## src/rtl/ring_guard_pkg.sv

```systemverilog
// ring_guard_pkg: shared cause/state encodings and limit-to-offset helper
package ring_guard_pkg;
    typedef enum logic [2:0] {
        NONE     = 3'd0,
        JUMP     = 3'd1,
        MEM      = 3'd2,
        REG_WR   = 3'd3,
        REG_RD_A = 3'd4,
        REG_RD_B = 3'd5,
        FALLTHRU = 3'd6
    } cause_t;

    typedef enum logic {RUN = 1'b0, FAULT = 1'b1} state_t;

    function automatic int unsigned offset_of(input int unsigned limit);
        return limit + 1;
    endfunction
endpackage

```

## src/rtl/ring_guard_check.sv

```systemverilog
// ring_guard_check: combinational ring-0 violation detector and priority encoder
module ring_guard_check
    import ring_guard_pkg::*;
#(
    parameter int unsigned ADDR_W    = 16,
    parameter int unsigned SEL_W     = 5,
    parameter int unsigned PC_LIMIT  = 255,
    parameter int unsigned ENTRY     = 0,
    parameter int unsigned MEM_LIMIT = 63,
    parameter int unsigned REG_LIMIT = 3
) (
    input  logic              active,
    input  logic [ADDR_W-1:0] pc,
    input  logic              jump,
    input  logic [ADDR_W-1:0] jump_target,
    input  logic              syscall_req,
    input  logic              mem_valid,
    input  logic [ADDR_W-1:0] mem_addr,
    input  logic              rd_a_valid,
    input  logic [SEL_W-1:0]  rd_a_sel,
    input  logic              rd_b_valid,
    input  logic [SEL_W-1:0]  rd_b_sel,
    input  logic              wr_en,
    input  logic [SEL_W-1:0]  wr_sel,
    input  logic              prev_priv,
    input  logic              prev_jump,
    output logic              hit,
    output cause_t            cause,
    output logic [ADDR_W-1:0] addr
);
    localparam logic [ADDR_W-1:0] PC_LIM  = ADDR_W'(PC_LIMIT);
    localparam logic [ADDR_W-1:0] ENTRY_A = ADDR_W'(ENTRY);
    localparam logic [ADDR_W-1:0] MEM_LIM = ADDR_W'(MEM_LIMIT);
    localparam logic [SEL_W-1:0]  REG_LIM = SEL_W'(REG_LIMIT);

    logic v_fall, v_jump, v_mem, v_wr, v_ra, v_rb;

    assign v_fall = active && prev_priv && !prev_jump;
    assign v_jump = active && jump && jump_target <= PC_LIM && !(jump_target == ENTRY_A && syscall_req);
    assign v_mem  = active && mem_valid && mem_addr <= MEM_LIM;
    assign v_wr   = active && wr_en && wr_sel <= REG_LIM;
    assign v_ra   = active && rd_a_valid && rd_a_sel <= REG_LIM;
    assign v_rb   = active && rd_b_valid && rd_b_sel <= REG_LIM;

    always_comb begin
        cause = v_fall ? FALLTHRU : v_jump ? JUMP : v_mem ? MEM : v_wr ? REG_WR :
                v_ra ? REG_RD_A : v_rb ? REG_RD_B : NONE;
        addr  = v_fall ? pc : v_jump ? jump_target : v_mem ? mem_addr : v_wr ? ADDR_W'(wr_sel) :
                v_ra ? ADDR_W'(rd_a_sel) : v_rb ? ADDR_W'(rd_b_sel) : '0;
        hit   = cause != NONE;
    end
endmodule

```

## src/rtl/ring_guard.sv

```systemverilog
// ring_guard: privilege-ring monitor with offsets, fault latching and halt control
module ring_guard
    import ring_guard_pkg::*;
#(
    parameter int unsigned ADDR_W    = 16,
    parameter int unsigned SEL_W     = 5,
    parameter int unsigned PC_LIMIT  = 255,
    parameter int unsigned ENTRY     = 0,
    parameter int unsigned MEM_LIMIT = 63,
    parameter int unsigned REG_LIMIT = 3,
    parameter int unsigned CNT_W     = 8
) (
    input  logic              clock,
    input  logic              reset,
    input  logic [ADDR_W-1:0] pc,
    input  logic              pc_valid,
    input  logic              jump,
    input  logic [ADDR_W-1:0] jump_target,
    input  logic              syscall_req,
    input  logic              mem_valid,
    input  logic [ADDR_W-1:0] mem_addr,
    input  logic              rd_a_valid,
    input  logic              rd_b_valid,
    input  logic [SEL_W-1:0]  rd_a_sel,
    input  logic [SEL_W-1:0]  rd_b_sel,
    input  logic              wr_en,
    input  logic [SEL_W-1:0]  wr_sel,
    input  logic              enforce,
    input  logic              fault_clear,
    output logic              privileged,
    output logic [ADDR_W-1:0] prog_offset,
    output logic [ADDR_W-1:0] data_offset,
    output logic              squash,
    output logic              halt,
    output logic              fault_valid,
    output logic [2:0]        fault_cause,
    output logic [ADDR_W-1:0] fault_addr,
    output logic [CNT_W-1:0]  fault_count
);
    localparam logic [ADDR_W-1:0] PC_LIM  = ADDR_W'(PC_LIMIT);
    localparam logic [ADDR_W-1:0] ENTRY_A = ADDR_W'(ENTRY);

    state_t            state, state_next;
    cause_t            hit_cause, cause_q;
    logic [ADDR_W-1:0] hit_addr;
    logic              hit, prev_priv, prev_jump;

    assign privileged  = pc <= PC_LIM;
    assign prog_offset = (privileged || (jump && syscall_req && jump_target == ENTRY_A)) ? '0 : ADDR_W'(offset_of(PC_LIMIT));
    assign data_offset = privileged ? '0 : ADDR_W'(offset_of(MEM_LIMIT));
    assign squash      = hit && enforce;
    assign halt        = state == FAULT;
    assign fault_cause = cause_q;

    ring_guard_check #(
        .ADDR_W(ADDR_W), .SEL_W(SEL_W), .PC_LIMIT(PC_LIMIT),
        .ENTRY(ENTRY), .MEM_LIMIT(MEM_LIMIT), .REG_LIMIT(REG_LIMIT)
    ) u_check (
        .active(pc_valid && !privileged && state == RUN),
        .pc(pc), .jump(jump), .jump_target(jump_target), .syscall_req(syscall_req),
        .mem_valid(mem_valid), .mem_addr(mem_addr),
        .rd_a_valid(rd_a_valid), .rd_a_sel(rd_a_sel),
        .rd_b_valid(rd_b_valid), .rd_b_sel(rd_b_sel),
        .wr_en(wr_en), .wr_sel(wr_sel),
        .prev_priv(prev_priv), .prev_jump(prev_jump),
        .hit(hit), .cause(hit_cause), .addr(hit_addr)
    );

    always_comb begin
        state_next = state;
        if (state == RUN && squash)
            state_next = FAULT;
        else if (state == FAULT && fault_clear)
            state_next = RUN;
    end

    always_ff @(posedge clock or posedge reset) begin
        if (reset) begin
            state       <= RUN;
            fault_valid <= 1'b0;
            cause_q     <= NONE;
            fault_addr  <= '0;
            fault_count <= '0;
            prev_priv   <= 1'b1;
            prev_jump   <= 1'b0;
        end else begin
            state <= state_next;
            if (hit) begin
                fault_valid <= 1'b1;
                cause_q     <= hit_cause;
                fault_addr  <= hit_addr;
                if (!(&fault_count))
                    fault_count <= fault_count + 1'b1;
            end else if (fault_clear) begin
                fault_valid <= 1'b0;
            end
            if (pc_valid) begin
                prev_priv <= privileged;
                prev_jump <= jump;
            end
        end
    end
endmodule

```

## config.mk

```make
export PLATFORM = sky130hd
export DESIGN_NAME = ring_guard
export DESIGN_NICKNAME = d
export VERILOG_FILES = /design/src/rtl/ring_guard_pkg.sv /design/src/rtl/ring_guard_check.sv /design/src/rtl/ring_guard.sv
export SDC_FILE = /design/constraint.sdc
export NUM_CORES = 1
export LEC_CHECK = 0
export BUFFER_PORTS_ARGS = -buffer_cell sky130_fd_sc_hd__buf_4
export CELL_PAD_IN_SITES_DETAIL_PLACEMENT = 1
export CELL_PAD_IN_SITES_GLOBAL_PLACEMENT = 2
export CORE_AREA = 5 5 108 110
export DETAILED_ROUTE_END_ITERATION = 8
export DIE_AREA = 0 0 113 115
export PLACE_DENSITY_LB_ADDON = 0.08
export SYNTH_ARGS = -nofsm -noshare
export SYNTH_HDL_FRONTEND = slang
export SYNTH_HIERARCHICAL = 1
export SYNTH_SLANG_ARGS = --single-unit
```

## constraint.sdc

```tcl
create_clock -name clock -period 3.1 [get_ports clock]
set_clock_uncertainty 0.15 [all_clocks]
set_input_delay 0 -clock clock [delete_from_list [all_inputs] [get_ports clock]]
set_output_delay 0 -clock clock [all_outputs]
set_load 0.05 [all_outputs]
```

# == After elaboration in Yosys (flattened, before gate mapping) ==
# Index checks and enable logic that the tools add are counted.
# totals
register_bits,31
input_bits,74
output_inout_bits,63
elab_cells,65
# classes
addsub,1
magnitude_cmp,6
n_mux,18
bitwise,2
n_reduce_logical,31
# op_table
op,n
$mux 16,5
$le 16x8->1 const B,2
$logic_and 1x1->1,21
$mux 3,6
$le 16x6->1 const B,1
$logic_not 16->1,1
$le 5x2->1 const B,3
$mux 9,1
$add 8x1->8 const B,1
$reduce_and 8->1,1
$mux 7,1
$mux 5,1
$mux 1,4
$reduce_bool 2->1,2
$logic_not 1->1,3
$reduce_bool 3->1,1
$not 1->1,2
$reduce_and 2->1,1
$logic_or 1x1->1,1

# == Logic depth before layout (Yosys ltp) ==
# Gate-level depths: netlist of the first run.
# logic_depth
word_depth,16
mapped_depth,13
ltp_nobuf,10

# == Cells and area by module ==
# The synthesis of the first run kept the hierarchy.
# by_module_without_submodules
module,instances,cells_each,area_per_inst_um2,seq_area_each_um2
ring_guard,1,131,1570.3,777.0
ring_guard_check,1,91,505.5,0.0

# == Worst setup path after synthesis of the first run ==
# OpenSTA, ideal clock, no wires.
# synth_path
kind,flip-flop to flip-flop
startpoint,"reg state, in the netlist halt"
endpoint,reg fault_count[7]
setup_ns,0.125
arrival_ns,2.920
t_required_ns,2.825
setup_slack_ns,-0.094
path_stages_with_launch,11
path_buffers,2
period_less_slack_ns,3.194
path_cell_list,dfrtp_1 nor3b_1 nor4bb_1 nand4_1 a41o_1 clkbuf_1 nand4_1 buf_2 nand4_1 nor3_1 mux2_2
# synth_via
elab_chain_len,12
elab_cells_between_ends,23
classes_between,6 x mux; 1 x bitwise; 16 x reduce/logical
# synth_rtl
element,line_no,source
"start, declared",ring_guard.sv:43,"state_t state, state_next;"
"start signal, assigned",ring_guard.sv:87,state <= state_next;
$not 1->1 (*),ring_guard.sv:59,".active(pc_valid && !privileged && state == RUN),"
$logic_and 1x1->1 (*),ring_guard.sv:59,
$logic_and 1x1->1 (2 in series),ring_guard_check.sv:43,assign v_rb = active && rd_b_valid && rd_b_sel <= REG_LIM;
$mux 3 (2 in series),ring_guard_check.sv:47,v_ra ? REG_RD_A : v_rb ? REG_RD_B : NONE;
$mux 3 (3 in series),ring_guard_check.sv:46,cause = v_fall ? FALLTHRU : v_jump ? JUMP : v_mem ? MEM : v_wr ? REG_WR :
$mux 3 (*),ring_guard_check.sv:46,
$reduce_bool 3->1 (*),ring_guard_check.sv:50,hit = cause != NONE;
via hit,ring_guard.sv:46,"logic hit, prev_priv, prev_jump;"
$reduce_and 2->1 (no source line) (*),-,
"end signal, assigned",ring_guard.sv:93,fault_count <= fault_count + 1'b1;
"end, declared",ring_guard.sv:38,output logic [CNT_W-1:0] fault_count
# The timed path passes the listed nets; every way through them passes the cells marked *.
# A chain may end at the register's enable or synchronous reset.

# == Final worst setup path of the first run ==
# layout_path
startpoint,in pc[8]
endpoint,reg fault_count[1]
# layout_via
elab_chain_len,14
elab_cells_between_ends,25
classes_between,1 x order compare; 6 x mux; 18 x reduce/logical
# layout_rtl
element,line_no,source
"start, declared",ring_guard.sv:15,"input logic [ADDR_W-1:0] pc,"
$le 16x8->1 (*),ring_guard.sv:48,assign privileged = pc <= PC_LIM;
$logic_not 1->1 (*),ring_guard.sv:59,
$logic_and 1x1->1 (*) (2 in series),ring_guard.sv:59,
$logic_and 1x1->1 (2 in series),ring_guard_check.sv:43,
$mux 3 (2 in series),ring_guard_check.sv:47,
$mux 3 (3 in series),ring_guard_check.sv:46,
$mux 3 (*),ring_guard_check.sv:46,
$reduce_bool 3->1 (*),ring_guard_check.sv:50,
via hit,ring_guard.sv:46,
$reduce_and 2->1 (no source line) (*),-,
# Marks and branches as above.

==> impl_results.md, run 1 <==
- Total via count after detailed routing: around 2100
- Worst-skew pair later-pin latency: between 200 and 300 ps
- Cells along the critical path: dlygate4sd3_1 > buf_4 > or4_4 > nor2_4 > nor3b_2 > buf_6 > nor4bb_1 > and3_1 > nor2_2 > nand4_1 > buf_12 > o21ai_0 > mux2_2
- Min-delay worst type: in -> reg
- Initial Util: 0.1958
- Total number of placement rows: 38
- Total Wirelength: 7899 µm
- Sequential area share after synthesis: 0.3743
- Element type at the critical path start: primary input
- Total clock sinks: 31
- Relative max-transition margin: 0.6728
- Die outline width: between 100 and 150 µm
- Max capacitance violation total: 0
- Grt total ovfl: 0
- Area delta synth->final: 61.78%
- Required time at the worst-slack endpoint: 3110 ps
- # nets final: about 440
- Yosys warns: 6
- Buffers & Inverters on Critical Path: 4
- Number of nets with antenna violations after detailed routing: 0
- Inserted Clock Buffers: 5
- Post-CTS clock slew at the launch and capture registers of the worst setup and hold paths: 60 ps
- Total GRT Usage: 0.1169
- Number of antenna violations at the first check in global routing: 0
- Synth Register Bits: 31
- Die area: 13000 µm²
- Worst hold slack: 21.88 ps
- Async SR Flop Fraction: 1.000
- Critical path class: in -> reg
- Final weighted congestion of routability-driven global placement: 0.7575
- Count of boundary I/O pins: 137
- Final setup vio count: 0
- Sum Neg Setup Slack: 0 ps
- Final routed wire length divided by cell count: 15.67 µm
- Critical Path Slowest Stage Cell: dlygate4sd3_1
- Number of buffer cells added on primary ports: 106
- Final cycle utilization of the critical path: 0.9453
- Synth cell count leaders: buf_4, dfrtp_1, mux2_2
- Number of distinct standard cells referenced by the synthesized netlist: 39
- Core outline area: 10600 µm²
- Number of remaining DRC errors: 0
- Crit path capture type: flop
- DRT Pass-1 Iters: 4
- Root buf cell: clkbuf_8
- ANT cells: 0
- Mean post-synth cell area: between 9 and 10 µm²
- Final Max Tran Viols: 0
- Delay contributed by the slowest stage of the critical path: 550 ps
- Initial detailed-routing violation count: 43
- Number of instances in the synthesized netlist: roughly 220
- Worst supply voltage drop on vdd: 0.2851 mV
- Proportion of layout cells with a drive suffix above 1: 0.4505
- Count of endpoints failing hold in the final timing report: 0
- Power Density: 382.6 nW/µm²
- Wire length of the first global-routing pass: 12190 µm
- Largest area contributor in the synthesized netlist: dfrtp_1
- Most frequently used flop master after synthesis: dfrtp_1
- Via density: 4.155
- Arrival time of data at the critical path endpoint: 2940 ps
- Min Clock Period, post-route: 2930 ps
- Proportion of netlist area held by the largest area contributor: 0.3617
- Vertical die dimension: 115 µm
- Static Leak: 0.001716 µW
- Count of flip-flops with a built-in enable after synthesis: 0
- Top area cells in the synthesized netlist: dfrtp_1, mux2_2, buf_4, and3_1, nor4_1
- Maximum operating frequency: 0.3412 GHz
- Vias in the first global route: 2281
- Layout Cells excl Fill: between 500 and 600
- Deepest level of the CTS H-tree: 2
- Delay-heaviest family, CP: simple AND/OR/NAND/NOR gates
- Post-DP HPWL: ~6200 µm
- Cell Count Post-Placement: 470
- Pin count of the biggest net entering global routing: 32
- RSZ-0062 raised after global routing: no
- Post-synthesis instance area: 2076 µm²
- Critical path peak fanout: 9
- Number of buffers between clock root and the deepest sink: 2
- Clock tree from TritonCTS: done
- Actual slew at the worst max-slew pin: between 400 and 500 ps
- Status: finished clean
report_power, final:
group,switching (µW),total (µW),internal (µW)
sequential,50.6,491,441
clock,145,302,157
combinational,308,491,183
cell usage in the layout (no fill, tap or decap), drive strengths merged, types with 2 or more instances in the layout:
master,Yosys,routed
nor3b,2,2
nand3,6,6
mux2,26,26
nand4,6,6
inv,8,8
o21ai,8,8
a21o,2,2
dlygate4sd3,0,20
clkbuf,5,8
nor3,5,5
nand2,14,14
nor2b,3,3
a211oi,2,2
and2,3,3
and4,2,2
nor4bb,2,2
or4,3,3
a21oi,12,12
dfrtp,30,30
nor2,11,11
o31ai,2,2
nand2b,2,2
a41oi,2,2
nor4,10,10
conb,1,30
buf,33,122
and3,13,13
worst min-delay path, cell delays in order:
cell     delay, ps
buf_4           80
nor2_1          30
a21oi_1        130
mux2_2         160
cell families (layout without fill, tap and decap cells):
| logic type | after synthesis | after routing | share of synthesized area |
|---|---|---|---|
| fa+ha+maj | 1 | 1 | 0.006027 |
| mux | 26 | 26 | 0.1410 |
| flops | 31 | 31 | 0.3743 |
| buf+inv | 46 | 159 | 0.1392 |
| xor+xnor | 2 | 2 | 0.008440 |
| simple gates | 83 | 83 | 0.2327 |
| other cells | 1 | 30 | 0.001807 |
| compound gates | 32 | 32 | 0.09645 |
through the flow:
| step | utilization | area, µm² | power (µW) | setup WS [ps] |
|---|---|---|---|---|
| floorplan | - | 2190 | 808.2 | 70.69 |
| global placement | 0.2826 | 2997 | 964.7 | 353.6 |
| detailed placement | 0.2826 | 2997 | 966.2 | 234.7 |
| CTS | 0.3092 | 3278 | 1305 | 19.12 |
| global route | 0.3167 | 3358 | 1364 | 9.485 |
| finish | 0.3167 | 3358 | 1285 | 169.5 |
state kept, by name, indices dropped and copies added (netlist names):
| register | count |
|---|---|
| prev_jump | 1 |
| prev_priv | 1 |
| fault_cause | 3 |
| fault_valid | 1 |
| fault_count | 8 |
| fault_addr | 16 |
| halt | 1 |
per-layer routing:
metal / global-route usage / vias to the layer above / part of all wire
met5: 0 / - / 0
met4: 0.03926 / 0 / 0.025
met3: 0.02947 / 11 / 0.075
met2: 0.1912 / 93 / 0.45
met1: 0.1513 / 965 / 0.45
li1: - / 1025 / -
repair_timing:
action / CTS / global route
buffers inserted: 0 / 5
hold buffers: 20 / 0
gates resized for setup: 0 / 4
endpoints found under the setup margin: 0 / 4
endpoints found under the hold margin: 49 / 0
worst paths after layout:
kind,start,to,slack (ps),cells after the start
setup / recovery,pc[8],fault_count[1]$_DFFE_PP0P_,170,13
hold / removal,pc[4],fault_addr[4]$_DFFE_PP0P_,20,4
setup reg to reg,halt$_DFFE_PP0P_,fault_count[7]$_DFFE_PP0P_,310,10
hold reg to reg,fault_addr[7]$_DFFE_PP0P_,fault_addr[7]$_DFFE_PP0P_,360,1
max in group asynchronous,reset,prev_priv$_DFFE_PP1P_,2240,4
min in group asynchronous,reset,fault_addr[15]$_DFFE_PP0P_,230,4
final cells by class:
cell class | count | area (µm²)
tap | 140 | 175.2
sequential | 31 | 777.0
timing repair buffer | 143 | 1157
fill | 1251 | 7244
clock inverter | 1 | 5.005
clock buffer | 7 | 76.32
inverter | 8 | 30.03
multi-input combinational | 174 | 1137
Power figures use the tool's default switching activity.
==> inputs of run 2 (changes only) <==
- BUFFER_PORTS_ARGS: -buffer_cell sky130_fd_sc_hd__buf_4 -> not set
- CORE_AREA: 5 5 108 110 -> 5 5 96 98
- CTS_CLUSTER_DIAMETER: not set -> 100
- DIE_AREA: 0 0 113 115 -> 0 0 101 103
- DONT_BUFFER_PORTS: not set -> 1
==> run 2 against run 1 <==
Effect of this change: setup slack better by 26 ps; sequential share of layout area is 6.7 points higher; clock power is 37% higher; critical path depth is 4 lower; worst hold slack worse by 2.8 ps; final cell count is 26% lower; critical path type is now reg -> reg; largest cell class is now multi-input combinational cells; largest power group unchanged; highest routed layer unchanged.
==> impl_results.md, run 2 (synthesis gave the netlist of run 1 again) <==
- Initial detailed-routing violation count: 28 (-35%)
- Die outline width: 101 µm (-11%)
- Final setup margin: 195.6 ps (+26.05 ps)
- Cells along the critical path: nor3b_4 > nor4bb_4 > nand4_1 > a41o_1 > buf_4 > a31oi_4 > o21ai_0 > dlygate4sd3_1 > mux2_2
- Number of buffers between clock root and the deepest sink: 2 (unchanged)
- Min Clock Period, post-route: 2904 ps (-26.05 ps)
- Setup slack on the worst flop-to-flop path: 200 ps (-110 ps)
- Required time at the worst-slack endpoint: 3120 ps (about the same)
- Delay contributed by the slowest stage of the critical path: 570 ps (+20 ps)
- Power Density: 487.3 nW/µm² (+27%)
- Number of remaining DRC errors: 0 (unchanged)
- Number of cells on the worst hold path: 5 (+1)
- Final setup vio count: 0 (unchanged)
- Final cycle utilization of the critical path: 0.9369 (-0.008402)
- Static Leak: 0.001249 µW (-27%)
- Number of antenna violations at the first check in global routing: 0 (unchanged)
- Total via count after detailed routing: 1780 (-15%)
- Launch instance of the worst min-delay path: pc[0]
- Critical R2R Launch: halt$_DFFE_PP0P_
- Endpoint of the worst hold-timing path: fault_addr[0]$_DFFE_PP0P_
- Vias in the first global route: 1906 (-16%)
- Pin count of the biggest net entering global routing: 32 (unchanged)
- Worst-skew pair later-pin latency: 280 ps (about the same)
- Filler cells: 961 (-23%)
- DRT Pass-1 Iters: 4 (unchanged)
- Actual slew at the worst max-slew pin: 1196 ps (+709.7 ps)
- Arrival time of data at the critical path endpoint: 2920 ps (-20 ps)
- Delay-heaviest family, CP: buffers and inverters
- # nets final: 337 (-23%)
- Area delta synth->final: 25.26%
- Final weighted congestion of routability-driven global placement: 0.7947 (+4.9%)
- Flop pwr share: 0.460 (+0.077)
- Net Switching: 483.1 µW (-4.1%)
- Die area: 10400 µm² (-20%)
- Inserted Clock Buffers: 5 (unchanged)
- Deepest level of the CTS H-tree: 2 (unchanged)
- Total number of placement rows: 34 (-11%)
- Maximum operating frequency: 0.3443 GHz (+0.90%)
- Element type at the critical path start: flop
- Number of nets with antenna violations after detailed routing: 0 (unchanged)
- Grt total ovfl: 0 (unchanged)
- Critical path peak fanout: 11 (+2)
- Relative max-transition margin: 0.1921 (-0.4807)
- Final routed wire length divided by cell count: 18.55 µm (+18%)
- Logic depth of the worst register-to-register path: 9 (-1)
- Worst supply voltage drop on vdd: 0.2565 mV (-10%)
- Crit path capture type: flop
- Critical Path Slowest Stage Cell: dlygate4sd3_1
- Vertical die dimension: 103 µm (-10%)
- Total GRT Usage: 0.1287 (+0.01172)
- Via density: 4.798 (+15%)
- Worst flop-to-flop path endpoint: fault_addr[5]$_DFFE_PP0P_
- Final Max Tran Viols: 0 (unchanged)
- Initial Util: 0.2477 (+0.05191)
- Min-delay worst type: in -> reg
- Instance area at placement: 2178 µm² (-27%)
- Commonest non-fill, non-tap cells in the layout: conb_1, dfrtp_1, dlygate4sd3_1, mux2_2, buf_4
- Count of boundary I/O pins: 137 (unchanged)
- Clock tree from TritonCTS: done
- Buffers & Inverters on Critical Path: 2 (-2)
- ANT cells: 0 (unchanged)
- Number of buffer cells added on primary ports: 0 (-100%)
- Total Wirelength: 6882 µm (-13%)
- Total chip power: 1267 µW (-1.4%)
- Relative contribution of combinational cells to total power: 0.213 (-0.169)
- Sw Ratio: 0.3813 (-0.01091)
- Post-DP HPWL: 5629 µm (-9.9%)
- Status: finished clean
- Post-placement setup slack: 341.7 ps (+107.1 ps)
- Count of endpoints failing hold in the final timing report: 0 (unchanged)
- Wire length of the first global-routing pass: 10270 µm (-16%)
- Proportion of layout cells with a drive suffix above 1: 0.2205 (-0.2300)
- Post-route standard cell area excluding fillers: 2600 µm² (-23%)
- Core outline area: 8381 µm² (-21%)
- Flip-flop count of the largest register, all copies and words added: 16 (unchanged)
- Largest reg by FF count: fault_addr
- Internal Power: 783.9 µW (+0.40%)
- Critical path class: reg -> reg
- Share of total power in the clock network: 0.327 (+0.092)
- Post-CTS clock slew at the launch and capture registers of the worst setup and hold paths: 70 ps (about the same)
- Total clock sinks: 31 (unchanged)
- Root buf cell: clkbuf_8
- Max capacitance violation total: 0 (unchanged)
run 2: cell types whose count changed in the layout (fill, tap and decap cells not counted), sizes merged:
cell / previous run / this run
buf: 122 / 16
clkbuf: 8 / 6
dlygate4sd3: 20 / 26
bufinv: 0 / 1
run 2: timing repair:
item / CTS / global route
hold endpoints to repair: 50 / 0
setup endpoints to repair: 0 / 1
gates resized for setup: 0 / 5
hold buffers: 26 / 0
setup buffers: 0 / 1
run 2: tightest hold or removal path: stages:
cell,delay [ps]
nand3_1,60
o31ai_1,100
a41oi_1,60
o31ai_2,60
mux2_2,140
run 2: per-stage QoR:
stage               utilization  TNS, ps  hold WS [ps]  instances
floorplan                     -        0        -47.23        251
global placement         0.2599        0        -147.4        336
detailed placement       0.2599        0        -134.6        336
CTS                      0.3050        0         15.49        370
global route             0.3102   -22.28         44.37        371
finish                   0.3102        0         19.12        371
run 2: layout make-up:
type | instances | area, µm² | area share
inverters | 8 | 30.03 | 0.01155
multi-input cells | 174 | 1160 | 0.4461
clock buffers | 6 | 82.58 | 0.03176
flip-flops and latches | 31 | 777.0 | 0.2988
clock inverters | 2 | 35.03 | 0.01347
repair buffers | 42 | 380.4 | 0.1463
well taps | 108 | 135.1 | 0.05197
run 2: power by group through the flow:
stage / registers [µW] / clock network, µW / logic (µW)
6_report: 583 / 414 / 270
5_1_grt: 590 / 447 / 294
4_1_cts: 585 / 438 / 270
3_5_place_dp: 593 / 0 / 249
3_3_place_gp: 593 / 0 / 244
2_1_floorplan: 608 / 0 / 200
run 2: worst max path at each step:
stage / end / cells after the start / from / slack (ps)
after detailed placement: fault_count[7]$_DFFE_PP0P_ / 9 / halt$_DFFE_PP0P_ / 340
after floorplan: fault_count[7]$_DFFE_PP0P_ / 10 / halt$_DFFE_PP0P_ / 70
final: fault_addr[5]$_DFFE_PP0P_ / 9 / halt$_DFFE_PP0P_ / 200
after global routing: fault_addr[5]$_DFFE_PP0P_ / 9 / halt$_DFFE_PP0P_ / -20
after CTS: fault_addr[5]$_DFFE_PP0P_ / 9 / halt$_DFFE_PP0P_ / 10
after global placement: fault_count[7]$_DFFE_PP0P_ / 9 / halt$_DFFE_PP0P_ / 420
run 2: metal layers:
layer	track usage	routed length (µm)	vias up
met3	0.04668	802	9
met5	0	0	-
met4	0.04090	99	0
met2	0.2329	3434	91
met1	0.1402	2546	858
li1	-	-	822
==> inputs of run 3 (changes only) <==
- REMOVE_ABC_BUFFERS: not set -> 1
==> run 3 against run 2 <==
Effect of this change: non-clock buffer count grew 1; critical path depth unchanged; final area shrank 0.87%; combinational power about the same; register-to-register slack improved by 30 ps; clock power down 23%; clock-buffer cell count unchanged; via count hardly changed; first-iteration DRC count is 25% higher; critical path type unchanged; critical endpoint is now fault_addr[1]$_DFFE_PP0P_; largest cell class unchanged; highest routed layer unchanged.
==> impl_results.md, run 3 (synthesis gave the netlist of run 1 again) <==
- Min-delay worst type: in -> reg
- Max capacitance violation total: 0 (unchanged)
- Vias in the first global route: 1895 (-0.58%)
- Net Switching: 491.8 µW (+1.8%)
- Internal Power: 682.7 µW (-13%)
- Layout Cells excl Fill: 372 (+0.27%)
- Final cycle utilization of the critical path: 0.9271 (-0.009828)
- Largest reg by FF count: fault_addr
- Total clock sinks: 31 (unchanged)
- Worst supply voltage drop on vdd: 0.2642 mV (+3.0%)
- Min Clock Period, post-route: 2874 ps (-30.47 ps)
- Count of boundary I/O pins: 137 (unchanged)
- Final setup vio count: 0 (unchanged)
- Required time at the worst-slack endpoint: 3170 ps (+50 ps)
- RSZ-0062 raised after global routing: no
- Deepest level of the CTS H-tree: 2 (unchanged)
- Vertical die dimension: 103 µm (unchanged)
- Die area: 10400 µm² (unchanged)
- Via density: 4.788 (-0.21%)
- Power Density: 455.7 nW/µm² (-6.5%)
- Total GRT Usage: 0.1275 (-0.001155)
- Core outline area: 8381 µm² (unchanged)
- Total chip power: 1174 µW (-7.3%)
- Arrival time of data at the critical path endpoint: 2950 ps (+30 ps)
- Count of endpoints failing hold in the final timing report: 0 (unchanged)
- Worst-skew pair later-pin latency: 280 ps (about the same)
- Cell Count Post-Placement: 335 (-0.30%)
- Crit path capture type: flop
- Die outline width: 101 µm (unchanged)
- Clock tree from TritonCTS: done
- Number of nets with antenna violations after detailed routing: 0 (unchanged)
- Initial Util: 0.2477 (unchanged)
- Delay contributed by the slowest stage of the critical path: 560 ps (about the same)
- ANT cells: 0 (unchanged)
- Post-CTS clock slew at the launch and capture registers of the worst setup and hold paths: 70 ps (about the same)
- Wire length of the first global-routing pass: 10260 µm (about the same)
- Final setup margin: 226.0 ps (+30.47 ps)
- Critical path class: reg -> reg
- Commonest non-fill, non-tap cells in the layout: conb_1, dfrtp_1, dlygate4sd3_1, mux2_2, nand2_1
- Critical path peak fanout: 11 (unchanged)
- Inserted Clock Buffers: 5 (unchanged)
- Pin count of the biggest net entering global routing: 32 (unchanged)
- Relative max-transition margin: 0.1914 (-0.0007000)
- Element type at the critical path start: flop
- Filler cells: 982 (+2.2%)
- Area delta synth->final: 24.17%
- Worst hold slack: 59.21 ps (+40.09 ps)
- Root buf cell: clkbuf_8
- Sw Ratio: 0.4187 (+0.03741)
- Final weighted congestion of routability-driven global placement: 0.8636 (+8.7%)
- Static Leak: 0.001230 µW (-1.5%)
- Total via count after detailed routing: 1781 (+0.056%)
- Total number of placement rows: 34 (unchanged)
- Number of remaining DRC errors: 0 (unchanged)
- Critical Path Slowest Stage Cell: dlygate4sd3_1
- Actual slew at the worst max-slew pin: 1197 ps (+1.037 ps)
- Proportion of layout cells with a drive suffix above 1: 0.2083 (-0.01220)
- Number of antenna violations at the first check in global routing: 0 (unchanged)
- Flop pwr share: 0.497 (+0.037)
- Post-placement setup slack: 211.6 ps (-130.2 ps)
- Final routed wire length divided by cell count: 18.15 µm (-2.2%)
- Share of total power in the clock network: 0.272 (-0.055)
- Total Wirelength: 6752 µm (-1.9%)
- Number of buffer cells added on primary ports: 0 (unchanged)
- Status: finished clean
- Final Max Tran Viols: 0 (unchanged)
- Grt total ovfl: 0 (unchanged)
- Buffers & Inverters on Critical Path: 2 (unchanged)
- Initial detailed-routing violation count: 35 (+25%)
- Relative contribution of combinational cells to total power: 0.232 (+0.019)
- Number of buffers added for setup after CTS: 0 (unchanged)
- Cells along the critical path: nor3b_4 > nor4bb_4 > nand4_1 > a41o_1 > buf_4 > and3_1 > a211oi_1 > dlygate4sd3_1 > mux2_2
- Delay-heaviest family, CP: simple AND/OR/NAND/NOR gates
- Maximum operating frequency: 0.3480 GHz (+1.1%)
- # nets final: 338 (+0.30%)
- Number of buffers between clock root and the deepest sink: 2 (unchanged)
- Post-DP HPWL: 5434 µm (-3.5%)
- Flip-flop count of the largest register, all copies and words added: 16 (unchanged)
- DRT Pass-1 Iters: 4 (unchanged)
## run 3: cell count changes in the layout (fill, tap and decap cells not counted), sizes merged
cell         previous run  this run
bufinv                  1         0
clkinvlp                0         1
dlygate4sd3            26        29
buf                    16        14
## run 3: worst reg2reg max path, cell delays in order (launching register included)
cell and delay (ps):
dfrtp_1 410, nor3b_4 280, nor4bb_4 260, nand4_1 180, a41o_1 270, buf_4 190
and3_1 170, a211oi_1 200, dlygate4sd3_1 560, mux2_2 140
## run 3: cell type report
class | instances | area, µm² | share of cell area
multi-input combinational | 174 | 1151 | 0.4466
sequential | 31 | 777.0 | 0.3015
timing repair buffer | 43 | 399.1 | 0.1549
tap | 108 | 135.1 | 0.05243
clock buffer | 6 | 72.57 | 0.02816
inverter | 8 | 30.03 | 0.01165
clock inverter | 2 | 12.51 | 0.004854
## run 3: layer usage
layer,wire (µm),up-vias,GRT usage
li1,-,828,-
met1,2729,842,0.1541
met2,3045,104,0.2116
met3,906,7,0.05074
met4,70,0,0.03476
met5,0,-,0
## run 3: metrics by stage
| stage | util | area [µm²] | TNS [ps] |
|---|---|---|---|
| after floorplan | - | 1926 | -14620 |
| after global routing | 0.3076 | 2577 | 0 |
| after detailed placement | 0.2590 | 2171 | 0 |
| final | 0.3076 | 2577 | 0 |
| after global placement | 0.2590 | 2171 | 0 |
| after CTS | 0.3038 | 2546 | 0 |
## run 3: power groups by stage
stage | Combinational [µW] | Clock [µW] | Sequential (µW)
2_1_floorplan | 168 | 0 | 608
3_3_place_gp | 241 | 0 | 593
3_5_place_dp | 245 | 0 | 594
4_1_cts | 270 | 334 | 585
5_1_grt | 294 | 350 | 590
6_report | 272 | 319 | 583
## run 3: worst paths after layout
| kind | start | end | slack (ps) | depth (start not counted) |
|---|---|---|---|---|
| max | halt$_DFFE_PP0P_ | fault_addr[1]$_DFFE_PP0P_ | 230 | 9 |
| min | jump_target[5] | fault_addr[5]$_DFFE_PP0P_ | 60 | 4 |
| max reg2reg | halt$_DFFE_PP0P_ | fault_addr[1]$_DFFE_PP0P_ | 230 | 9 |
| min reg2reg | prev_jump$_DFFE_PP0P_ | prev_jump$_DFFE_PP0P_ | 370 | 1 |
| max in group asynchronous | reset | prev_priv$_DFFE_PP1P_ | 2370 | 3 |
| min in group asynchronous | reset | fault_count[1]$_DFFE_PP0P_ | 90 | 3 |
## run 3: what timing repair did
action / 4_1_cts / 5_1_grt
endpoints found under the hold margin: 51 / 0
endpoints found under the setup margin: 0 / 4
gates resized for setup: 0 / 5
hold buffers: 29 / 0
